## src/rtl/uart_rx.sv

```systemverilog
// UART receiver, 8N1 (8E1 with UART_RX_PARITY_EN), mid-bit sampling behind a 2-FF synchroniser; no backpressure.
// Strobes are registered, one cycle wide, about 2 + DIV/2 + 9*DIV cycles after the start edge (+DIV with parity).
module uart_rx #(
  parameter int BAUD = 9600,
  parameter int F    = 50000000
) (
  input  logic       clk,
  input  logic       rst,
  input  logic       rx,
  output logic [7:0] data,
  output logic       valid,
  output logic       frame_err,
  output logic       parity_err
);
  localparam int DIV = F / BAUD;
  localparam int CW  = $clog2(DIV);
  localparam logic [CW-1:0] HALF_LAST = CW'(DIV / 2 - 1);
  localparam logic [CW-1:0] FULL_LAST = CW'(DIV - 1);

  typedef enum logic [2:0] {
    S_IDLE,
    S_START,
    S_DATA,
    S_STOP,
    S_BREAK
`ifdef UART_RX_PARITY_EN
    , S_PARITY
`endif
  } state_t;

  state_t        state, state_nxt;
  logic          rx_m, rx_s;
  logic [CW-1:0] cnt;
  logic [2:0]    idx;
  logic [7:0]    shift;
  logic          half_tick, full_tick, stop_smp, par_bad;
  logic          valid_nxt, ferr_nxt, perr_nxt;

  always_ff @(posedge clk or negedge rst) begin
    if (!rst) begin
      rx_m <= 1'b1;
      rx_s <= 1'b1;
    end else begin
      rx_m <= rx;
      rx_s <= rx_m;
    end
  end

  assign half_tick = (cnt == HALF_LAST);
  assign full_tick = (cnt == FULL_LAST);
  assign stop_smp  = (state == S_STOP) && full_tick;

  always_ff @(posedge clk or negedge rst) begin
    if (!rst) state <= S_IDLE;
    else      state <= state_nxt;
  end

  always_comb begin
    state_nxt = state;
    case (state)
      S_IDLE:  if (!rx_s) state_nxt = S_START;
      S_START: if (half_tick) state_nxt = rx_s ? S_IDLE : S_DATA;
      S_DATA:  if (full_tick && idx == 3'd7) begin
`ifdef UART_RX_PARITY_EN
        state_nxt = S_PARITY;
`else
        state_nxt = S_STOP;
`endif
      end
`ifdef UART_RX_PARITY_EN
      S_PARITY: if (full_tick) state_nxt = S_STOP;
`endif
      // Leaving at mid-stop lets a start edge right after the stop bit be caught.
      S_STOP:  if (full_tick) state_nxt = rx_s ? S_IDLE : S_BREAK;
      S_BREAK: if (rx_s) state_nxt = S_IDLE;
      default: state_nxt = S_IDLE;
    endcase
  end

  always_comb begin
    valid_nxt = 1'b0;
    ferr_nxt  = 1'b0;
    perr_nxt  = 1'b0;
    if (stop_smp) begin
      if (!rx_s)        ferr_nxt  = 1'b1;
      else if (par_bad) perr_nxt  = 1'b1;
      else              valid_nxt = 1'b1;
    end
  end

  always_ff @(posedge clk or negedge rst) begin
    if (!rst) begin
      cnt   <= '0;
      idx   <= '0;
      shift <= '0;
    end else begin
      if (state_nxt != state || state == S_IDLE || state == S_BREAK || full_tick)
        cnt <= '0;
      else
        cnt <= cnt + 1'b1;
      if (state == S_DATA && full_tick) begin
        shift[idx] <= rx_s;
        idx        <= idx + 3'd1;
      end else if (state != S_DATA) begin
        idx <= '0;
      end
    end
  end

`ifdef UART_RX_PARITY_EN
  logic par_bit;
  always_ff @(posedge clk or negedge rst) begin
    if (!rst)                             par_bit <= 1'b0;
    else if (state == S_PARITY && full_tick) par_bit <= rx_s;
  end
  // Even parity: data bits plus parity bit must XOR to zero.
  assign par_bad = (^shift) ^ par_bit;
`else
  assign par_bad = 1'b0;
`endif

  always_ff @(posedge clk or negedge rst) begin
    if (!rst) begin
      data       <= 8'h00;
      valid      <= 1'b0;
      frame_err  <= 1'b0;
      parity_err <= 1'b0;
    end else begin
      valid      <= valid_nxt;
      frame_err  <= ferr_nxt;
      parity_err <= perr_nxt;
      if (valid_nxt) data <= shift;
    end
  end

endmodule

```

## config.mk

```make
export PLATFORM = sky130hd
export DESIGN_NAME = uart_rx
export DESIGN_NICKNAME = d
export VERILOG_FILES = /design/src/rtl/uart_rx.sv
export SDC_FILE = /design/constraint.sdc
export NUM_CORES = 1
export LEC_CHECK = 0
export ABC_AREA = 1
export BUFFER_PORTS_ARGS = -buffer_cell sky130_fd_sc_hd__buf_4
export CAP_MARGIN = 20
export CORE_UTILIZATION = 54
export DETAILED_ROUTE_END_ITERATION = 8
export HOLD_SLACK_MARGIN = 0.1
export PLACE_DENSITY = 0.81
export SYNTH_ARGS = -nofsm -noshare
export SYNTH_HDL_FRONTEND = slang
export SYNTH_SLANG_ARGS = --single-unit
```

## constraint.sdc

```tcl
create_clock -name clk -period 2.05 [get_ports clk]
set_clock_uncertainty 0.1 [all_clocks]
set_input_delay 0 -clock clk [delete_from_list [all_inputs] [get_ports clk]]
set_output_delay 0 -clock clk [all_outputs]
set_load 0.01 [all_outputs]
```

---- Yosys cells after proc, flatten, opt, wreduce, memory -nomap -nowiden ----
Index checks and enable logic that the tools add are counted.
storage, ports and cells
  word-level logic and storage cells ...... 49
  register bits after elaboration ......... 39
cells by class
  add/subtract/negate cells ............... 2
  magnitude comparators ................... 2
  multiplexer cells ....................... 18
  equal/unequal tests ..................... 9
  reduce and logical (&&, ||, !) cells .... 9
operators by type and width
  cell                                                        count
  two-way mux 3 bit                                           8
  case mux 3 bit (5 select lines)                             1
  adder 13 x 1 -> 13 bit, second input constant               1
  equality test 13 x 12 -> 1 bit, second input constant       1
  equality test 13 bit, second input constant                 1
  two-way mux 13 bit                                          1
  bitwise mux 8 bit                                           1
  equality test 3 x 2 -> 1 bit, second input constant         2
  equality test 3 bit, second input constant                  2
  two-way mux 1 bit                                           5
  logical AND 1 bit                                           4
  less-than comparator 3 x 4 -> 1 bit, second input constant  1
  adder 3 x 1 -> 3 bit, second input constant                 1
  demux 1 bit (select 3 bit)                                  1
  equality test 3 x 1 -> 1 bit, second input constant         1
  >= comparator 3 x 1 -> 1 bit, second input constant         1
  zero test 3 bit                                             1
  logical OR 1 bit                                            3
  != test 3 x 2 -> 1 bit, second input constant               1
  != test 3 bit                                               1
  two-way mux 2 bit                                           1
  nonzero test 2 bit                                          1

---- Depth between registers and ports, before layout ----
  depth in word-level cells ............... 9
  gate-level depth with buffers ........... 9

---- Least setup slack after synthesis ----
Ideal clock, no wire load.
  path kind ............................... register to register
  start ................................... reg cnt[0]
  end ..................................... reg cnt[7]
  stages on the path, launching flop included .. 10
  slack ................................... 380 ps
  clock period less this slack ............ 1670 ps
  data arrival time ....................... 1446 ps
  path through ............................ dfrtp_1 ha_1 nand2_2 nor2_1 nand3_2 nand2_2 nand2_2 a31oi_4 buf_6 nor3_2
on the way
  word-level cells in the longest chain between the ends .. 9
  elaborated cells on any way between the ends .. 13
  those cells by class .................... 1 x add/sub; 3 x eq/ne; 5 x mux; 4 x reduce/logical
ends and longest elaborated chain
  element                          line  RTL
  start, declared                  33    logic [CW-1:0] cnt;
  start signal, assigned           100   cnt <= cnt + 1'b1;
  equality test 13 bit             50    assign full_tick = (cnt == FULL_LAST);
  logical AND 1 bit                63    S_DATA: if (full_tick && idx == 3'd7) begin
  two-way mux 3 bit                63
  case mux 3 bit (5 select lines)  60    case (state)
  != test 3 bit                    97    if (state_nxt != state || state == S_IDLE || state == S_BREAK || full_tick)
  logical OR 1 bit (3 in series)   97
  two-way mux 13 bit (*)           97
Every way passes the cells marked *; elsewhere a longest branch is shown, timed or not.
A chain may end at the register's enable or synchronous reset.

---- Final worst setup path ----
  start ................................... reg cnt[0]
  end ..................................... reg cnt[12]
Same word-level chain as after synthesis.

==> results.md <==
- Outcome: finished, final reports clean
- Setup TNS: 0 ns
- Post-route DRC: 0
- HP Class: input port to asynchronous set/reset pin
- Core Area: 0.00344 mm2
- Post_cts resized: 0
- FF-to-FF path depth: 7
- Sw Share: 20.7%
- Int Pwr: about 1.1 mW
- Share of layout cells above drive strength 1: 25.6%
- Number of global-route vias before repair: 1461
- Pre-CTS setup slack: 0.291 ns
- Final hold slack: 0.0988 ns
- Total Nets Final: ~250
- Pin count of the biggest net entering global routing: 40
- Initial core utilization: 58.2%
- CTS tree: built
- Start point of the critical path: cnt[0]
- Site Rows: 21
- Initial antenna violation count: 0
- Final setup margin: between 0.2 and 0.3 ns
- Via-to-Cell Ratio: 5.23
- Register share of total power: a little over half
- Clock Power Share: 44.5%
- Total congestion overflow: 0
- Syn nets: 233
- Yosys reg bits: 39
- Wire per inst: 12.4 um
- Via Count: 1526
- Maximum clock path buffer count: 2
- CP Class: flip-flop to flip-flop
- Post-layout util: roughly two thirds
- Crit path launch type: flip-flop
- Crit end category: flip-flop
- Area growth syn-to-layout: 13.3%
- Minimum clock period: between 1.5 and 2 ns
- R2r endpoint: cnt[12]
- Max Cap Violations: 0
- H-tree level count: 2
- Worst EP required: roughly 2.1 ns
- GRT Total Usage: 21.6%
- Final Max Slew Viols: 0
- Final hold violation count: 0
- GPL Wtd Cong: 0.859
- Die H: 62.9 um
- Hold-fix buffers, CTS: 2
- Global-route wire length before repair: 6510 um
- R2R Path Start: cnt[0]
- Maximum VDD drop: around 0.00048 V
- Combinational share of power: 1.7%
- Diode count: 0
- Overall power: 1.44 mW
- Crit-path max FO: 13
- Net switching power figure: 0.297 mW
- Post-Route WL: about 3600 um
- Final setup viols: 0
- Initial DRT Pass Iterations: 4
- Initial DRC Count: between 70 and 80
- CTS clk-pin slew, worst paths: approximately 0.07 ns
- Area of the mapped netlist: approximately 0.002 mm2
- RSZ-0062 raised after global routing: false
- Period utilization: 86.0%
- Synth warnings: 0
- Post-synthesis sequential area ratio: between 40% and 50%
- Gate Count Post-Synth: ~230
- Pwr Density: 633 mW/mm2
- Die ar.: between 0.003 and 0.004 mm2
- Syn_area_per_cell: slightly below 9 um2
- Max Freq: between 500 and 600 MHz
- # IOs: 14
- Clk root buf: clkbuf_8
- DRT antenna net count: 0
- Arrival time worst endpoint: between 1.5 and 2 ns
- Clock Latency Late Sink: 0.30 ns
- I/O Buffers: 12
- TritonCTS Sinks: 39
- P_leak: about 1.1 nW
- Worst Setup EP: cnt[12]
- R2r setup slk: 0.29 ns
- Post-CTS setup buffer count: 0
- CTS Buf Count: 5
- HPWL Detailed: 2540 um
- Yosys cell types: 28
- Die width: 62.9 um
## worst max-delay path, stage by stage (launching register included)
cell and delay, ns:
dfrtp_1 0.39, ha_1 0.22, nand2_1 0.06, nor2_1 0.11, nand3_1 0.11, nand3b_1 0.21, nand2_2 0.33, nor3_1 0.11
## flip-flops by register name (all words and copies together) (netlist names), 3 cells and up
name / flops
idx: 3
state: 3
data: 8
cnt: 13
shift: 8
## how the worst min path moves through the flow
stage,start,to,slack (ns)
CTS,rst,idx[2],0.11
global route,rst,data[6],0.15
global placement,rst,cnt[3],-0.10
finish,rst,cnt[11],0.1
floorplan,rst,cnt[0],-0.40
detailed placement,rst,cnt[3],-0.10
## stage by stage
stage | area (um2) | std cells
after floorplan | 2000 | 227
after global placement | 2140 | 282
after detailed placement | 2140 | 282
after CTS | 2270 | 292
after global routing | 2270 | 292
final | 2270 | 292
## final cells by class
class                   instances  area, um2
fillers                       291       1170
clock inverters                 3       43.8
inverters                      30        113
flip-flops and latches         39        978
repair buffers                 15        130
multi-input cells             154        878
clock buffers                   5       68.8
well taps                      46       57.6
## cell usage in the layout, fill, tap and decap left out, types with 2 or more instances in the layout
cell type,instances
buf_4,12
nor3_1,6
nand3_2,2
nand4_1,2
a31oi_1,8
inv_1,19
inv_2,10
dlygate4sd3_1,2
nand3_1,7
nor2_4,4
nand2_2,6
nand2_1,56
clkbuf_8,5
nor3_2,14
ha_1,3
a21oi_1,9
xor2_1,5
o21ai_0,7
nand3b_1,2
nor2_2,2
dfstp_2,2
dfrtp_1,37
nor2_1,17
## routing by layer
layer / routed length, um / track usage [%] / part of all wire (%)
met2: 1670 / 32.4 / 46
met5: 0 / 0 / 0
met4: 51 / 8.43 / 1.4
met1: 1750 / 29.5 / 49
met3: 139 / 6.02 / 3.9
## Yosys cell counts
cell      instances  area share, %
nand4_1           2           0.62
clkinv_1          1           0.19
nand3_1           7            1.7
o21ai_0           7            1.7
dfstp_2           2            2.6
buf_4             1           0.37
a21oi_1           9            2.2
inv_1            19            3.6
nand3_2           2            1.0
dfrtp_1          37             46
inv_2            10            1.9
buf_6             2            1.1
a31oi_1           8            2.5
nor2_2            2           0.62
nor2_1           17            3.2
nor2_4            4            2.2
nand4_2           1           0.62
ha_1              3            1.9
a31oi_4           1            1.1
nor3_1            6            1.5
nand2_2           6            1.9
nor3_2           14            7.0
clkbuf_1          1           0.19
xor2_1            5            2.2
o21bai_1          1           0.37
conb_1            1           0.19
nand2_1          56             10
nand3b_1          2           0.75
## power groups by stage
stage | clock network, mW | registers (mW) | logic [mW]
after floorplan | 0 | 0.789 | 0.00553
after global placement | 0 | 0.788 | 0.0223
after detailed placement | 0 | 0.789 | 0.0224
after CTS | 0.655 | 0.774 | 0.0254
after global routing | 0.696 | 0.774 | 0.0285
final | 0.639 | 0.774 | 0.0239
## kinds of logic after synthesis
kind of cell	Yosys count	share of synthesized area [%]
AND/OR/NAND/NOR	119	31.7
flip-flops	39	48.8
buffers and inverters	34	7.31
AO/OA/AOI/OAI	26	7.93
XOR/XNOR	5	2.19
adder cells (fa/ha/maj)	3	1.87
other	1	0.187
No activity file was read; power rests on OpenSTA's default activity.
